### src/rtl/bin2ascii_stream.sv
// Streams an unsigned sample as DIGITS ASCII decimal bytes (plus optional CR/LF) over valid/ready.
// Conversion is an iterative double-dabble; values that do not fit saturate to all nines.
module bin2ascii_stream #(
    parameter int unsigned WIDTH   = 8,
    parameter int unsigned DIGITS  = 3,
    parameter int unsigned LZ_MODE = 0,
    parameter int unsigned TERM    = 1
) (
    input  logic             clk,
    input  logic             reset,
    input  logic             in_valid,
    input  logic [WIDTH-1:0] in_value,
    output logic             in_ready,
    output logic [7:0]       tx_data,
    output logic             tx_valid,
    input  logic             tx_ready,
    output logic             busy,
    output logic             overflow
);

    localparam int unsigned BcdW = 4 * DIGITS;
    localparam int unsigned CntW = $clog2(WIDTH + 1);
    localparam int unsigned IdxW = (DIGITS > 1) ? $clog2(DIGITS) : 1;
    localparam logic [IdxW-1:0] TopIdx = IdxW'(DIGITS - 1);

    typedef enum logic [2:0] {StIdle, StConvert, StEmit, StTermCr, StTermLf} state_e;

    state_e           state_q;
    logic [WIDTH-1:0] shift_q;
    logic [BcdW-1:0]  bcd_q;
    logic [CntW-1:0]  cnt_q;
    logic [IdxW-1:0]  idx_q;
    logic             sat_q;
    logic [7:0]       tx_data_q;
    logic             tx_valid_q;
    logic             busy_q;
    logic             overflow_q;

    logic [BcdW-1:0]  bcd_adj;
    logic [BcdW-1:0]  bcd_shl;
    logic [WIDTH-1:0] shift_shl;
    logic             carry;
    logic [IdxW-1:0]  idx_dec;
    logic [8:0]       first_byte;
    logic [8:0]       next_byte;

    // Returns {valid, byte} for digit idx; valid=0 marks a suppressed leading zero.
    function automatic logic [8:0] emit_byte(input logic [BcdW-1:0] bcd,
                                             input logic [IdxW-1:0] idx,
                                             input logic sat);
        int unsigned i;
        logic [3:0]  d;
        logic        upper_nz;
        i        = 32'(idx);
        d        = 4'd0;
        upper_nz = 1'b0;
        for (int unsigned j = 0; j < DIGITS; j++) begin
            if (j == i) d = bcd[4*j +: 4];
            if (j >= i && bcd[4*j +: 4] != 4'd0) upper_nz = 1'b1;
        end
        if (sat) return {1'b1, 8'h39};
        if (!upper_nz && i != 0) begin
            if (LZ_MODE == 0) return {1'b1, 8'h30};
            if (LZ_MODE == 1) return {1'b1, 8'h20};
            return {1'b0, 8'h00};
        end
        return {1'b1, 8'h30 + {4'h0, d}};
    endfunction

    always_comb begin
        bcd_adj = bcd_q;
        for (int unsigned n = 0; n < DIGITS; n++) begin
            if (bcd_q[4*n +: 4] >= 4'd5) bcd_adj[4*n +: 4] = bcd_q[4*n +: 4] + 4'd3;
        end
        carry      = bcd_adj[BcdW-1];
        bcd_shl    = {bcd_adj[BcdW-2:0], shift_q[WIDTH-1]};
        shift_shl  = {shift_q[WIDTH-2:0], 1'b0};
        idx_dec    = (idx_q == '0) ? '0 : idx_q - IdxW'(1);
        first_byte = emit_byte(bcd_shl, TopIdx, sat_q | carry);
        next_byte  = emit_byte(bcd_q, idx_dec, sat_q);
    end

    always_ff @(posedge clk or posedge reset) begin
        if (reset) begin
            state_q    <= StIdle;
            shift_q    <= '0;
            bcd_q      <= '0;
            cnt_q      <= '0;
            idx_q      <= '0;
            sat_q      <= 1'b0;
            tx_data_q  <= 8'h00;
            tx_valid_q <= 1'b0;
            busy_q     <= 1'b0;
            overflow_q <= 1'b0;
        end else begin
            case (state_q)
                StIdle: begin
                    if (in_valid) begin
                        shift_q    <= in_value;
                        bcd_q      <= '0;
                        sat_q      <= 1'b0;
                        overflow_q <= 1'b0;
                        cnt_q      <= CntW'(WIDTH);
                        busy_q     <= 1'b1;
                        state_q    <= StConvert;
                    end
                end
                StConvert: begin
                    shift_q <= shift_shl;
                    bcd_q   <= bcd_shl;
                    sat_q   <= sat_q | carry;
                    cnt_q   <= cnt_q - CntW'(1);
                    // Present the first digit in the same edge that finishes the last shift.
                    if (cnt_q == CntW'(1)) begin
                        state_q    <= StEmit;
                        idx_q      <= TopIdx;
                        overflow_q <= sat_q | carry;
                        tx_valid_q <= first_byte[8];
                        tx_data_q  <= first_byte[7:0];
                    end
                end
                StEmit: begin
                    if (!tx_valid_q || tx_ready) begin
                        if (idx_q == '0) begin
                            if (TERM != 0) begin
                                state_q    <= StTermCr;
                                tx_valid_q <= 1'b1;
                                tx_data_q  <= 8'h0D;
                            end else begin
                                state_q    <= StIdle;
                                tx_valid_q <= 1'b0;
                                busy_q     <= 1'b0;
                            end
                        end else begin
                            idx_q      <= idx_dec;
                            tx_valid_q <= next_byte[8];
                            tx_data_q  <= next_byte[7:0];
                        end
                    end
                end
                StTermCr: begin
                    if (tx_ready) begin
                        tx_data_q <= 8'h0A;
                        state_q   <= StTermLf;
                    end
                end
                StTermLf: begin
                    if (tx_ready) begin
                        tx_valid_q <= 1'b0;
                        busy_q     <= 1'b0;
                        state_q    <= StIdle;
                    end
                end
                default: state_q <= StIdle;
            endcase
        end
    end

    assign in_ready = (state_q == StIdle);
    assign tx_data  = tx_data_q;
    assign tx_valid = tx_valid_q;
    assign busy     = busy_q;
    assign overflow = overflow_q;

endmodule

### config.mk
export PLATFORM = sky130hd
export DESIGN_NAME = bin2ascii_stream
export DESIGN_NICKNAME = d
export VERILOG_FILES = /design/src/rtl/bin2ascii_stream.sv
export SDC_FILE = /design/constraint.sdc
export NUM_CORES = 1
export LEC_CHECK = 0
export BUFFER_PORTS_ARGS = -buffer_cell sky130_fd_sc_hd__buf_2
export CORE_AREA = 2 2 62 76
export CTS_BUF_LIST = sky130_fd_sc_hd__clkbuf_16
export CTS_CLUSTER_DIAMETER = 50
export DETAILED_ROUTE_END_ITERATION = 8
export DIE_AREA = 0 0 64 78
export HOLD_SLACK_MARGIN = 0.08
export PLACE_DENSITY = 0.71
export REMOVE_ABC_BUFFERS = 1
export SLEW_MARGIN = 20
export SYNTH_ARGS = -nofsm -noshare
export SYNTH_HDL_FRONTEND = slang
export SYNTH_SLANG_ARGS = --single-unit
export TNS_END_PERCENT = 20
### constraint.sdc
create_clock -name clk -period 2.1 [get_ports clk]
set_clock_uncertainty 0.15 [all_clocks]
set_input_delay 0.315 -clock clk [delete_from_list [all_inputs] [get_ports clk]]
set_output_delay 0.315 -clock clk [all_outputs]
set_load 0.1 [all_outputs]
==> results.txt <==
Die Width -> 64 um
Number of max-cap violations -> 0
Routed WL -> 4600 um
ANT cells -> 0
Pre-CTS setup slack -> 90.2 ps
Slack of the critical path -> 98.6 ps
Die area -> 4990 um^2
Detailed Place HPWL -> 3120 um
Crit start category -> flop
CTS tree -> yes
Dpl cell area -> 2360 um^2
Detailed-route DRC error count -> 0
Wire length per cell -> 14.0 um
Filler Cells Inserted -> 354
Synth cell types -> 40
Largest net degree at the start of global routing -> 39
Most common cell in the netlist -> dfrtp_1
Synth Register Bits -> 38
Outcome -> completed
Final Wtd Congestion -> 0.907
Row count -> 26
Compound-Gate Fraction of Synth Area -> 19.2%
Port-buffer cells -> 21
Initial Util -> 50.7%
Vias per cell -> 5.57
CP max FO -> 4
Area delta synth->final -> 23.3%
Main combinational cell family by area after synthesis -> simple AND/OR/NAND/NOR gates
Number of flops mapped to enable cells by yosys -> 0
Boundary Pins -> 24
WP data required -> 2120 ps
Mean post-synth cell area -> 8.98 um^2
Global-route wire length before repair -> 7960 um
Min cycle time layout -> 2000 ps
Antenna Violating Nets Remaining -> 0
Synth Warn # -> 0
Setup violations, final -> 0
First DRT Iteration DRCs -> 99
Synth Area in Simple Gates -> 20.8%
Final Max Tran Viols -> 0
Adder-cell area share of the yosys netlist -> 4.70%
Clock Sinks -> 38
Register area -> 951 um^2
Period utilization -> 95.3%
Post-synthesis sequential area ratio -> 44.7%
Antenna violations before repair -> 0
H-tree Lvls -> 2
Via Count -> 1828
Core region area -> 4200 um^2
Worst-path clk slew -> 60 ps
Worst skew pair latency -> 280 ps
Post-Layout Inst Area -> 2620 um^2
Share of cells above drive strength 1 -> 22.1%
Post-synth top area share -> 44.7%
Post-synth top flop -> dfrtp_1
Post-synth ARST share -> 100%
Fraction of synthesized area in multiplexers -> 3.41%
Nets -> 291
CTS Buffer Depth -> 2
CTS buffer count -> 5
GRT Residual Overflow -> 0
Pre-Repair DR Iteration Count -> 4
DIE HEIGHT -> 78 um
Final Core Density -> 62.5%
Post-synth top area cell -> dfrtp_1
Synth Area in XOR/XNOR -> 1.23%
CP endpoint kind -> flop
Setup_tns -> 0 ps
Root Buffer -> clkbuf_16
Synth Instances -> 237
Fmax -> 500 MHz
All-layer global routing usage -> 20.5%
Vias in the first global route -> 1795
Worst min path class -> input pin to flop
R2R setup slack -> 100 ps
Multi-input gate area -> 1100 um^2
Crit path DAT -> 2020 ps
Synthesized area -> 2130 um^2
Critical path type -> flop to flop
Top cells by area, synth -> dfrtp_1 (45%), a21oi_1 (5.2%), o21ai_0 (4.9%), ha_1 (4.7%), nand3_1 (4.7%)
Synth cell count leaders -> dfrtp_1 (38), nor2_1 (26), a21oi_1 (22)
Hold Vio Cnt, Final -> 0
critical path, stage by stage (launching register included):
cell	delay (ps)
dfrtp_1	410
inv_2	70
ha_1	140
nor4b_4	270
nand3_2	190
a21oi_4	220
buf_4	130
mux2_2	310
path summary, 6_finish.rpt:
kind,cells past startpoint,startpoint,end
max,7,cnt_q[1],tx_data[3]
min,3,in_value[0],shift_q[0]
max reg2reg,7,cnt_q[1],tx_data[3]
min reg2reg,2,shift_q[7],bcd_q[0]
max in group asynchronous,4,reset,bcd_q[5]
min in group asynchronous,4,reset,shift_q[1]
routing by layer:
metal | up-vias | GRT usage (%) | routed length, um
li1 | 905 | - | -
met1 | 875 | 25.6 | 2020
met2 | 38 | 34.1 | 2300
met3 | 10 | 5.07 | 181
met4 | 0 | 7.61 | 95
met5 | - | 0 | 0
repair_timing:
action | in CTS | in global routing
hold endpoints to repair | 38 | 0
setup buffers | 0 | 4
endpoints found under the setup margin | 0 | 3
gates resized for setup | 0 | 8
hold buffers | 1 | 0
placed cells by master, fill, tap and decap left out, drive strengths merged, types with 3 or more instances in the layout:
master and n:
a211oi 3, a21oi 23, buf 40, clkbuf 5, dfrtp 38, ha 8, inv 12, mux2i 5
nand2 14, nand2b 8, nand3 21, nand3b 3, nor2 26, nor3b 6, o21ai 22, o22ai 8
xnor2 3
through the flow:
step                      instances  hold WS (ps)
after global placement          315           299
after CTS                       324           128
after floorplan                 223           289
final                           328           122
after global routing            328           135
after detailed placement        315           312
registers in the layout (all words and copies together) (netlist names):
name	cells
sat_q	1
bcd_q	12
state_q	3
overflow	1
shift_q	8
cnt_q	4
tx_data	5
busy	1
idx_q	2
tx_valid	1
final cells by class:
class	count	area share [%]
clock buffers	5	4.77
inverters	12	1.72
well taps	56	2.67
clock inverters	3	2.43
multi-input cells	173	41.8
repair buffers	41	10.4
flip-flops and latches	38	36.2
cell families after synthesis:
logic type / count (synthesis)
XOR/XNOR: 3
AO/OA/AOI/OAI: 68
multiplexers: 7
adder cells (fa/ha/maj): 8
buffers and inverters: 27
flip-flops: 38
AND/OR/NAND/NOR: 85
other: 1
Power is left out: the tool's default activity adds up to more than one toggle a clock period on the data nets, which glitch-free logic cannot reach.
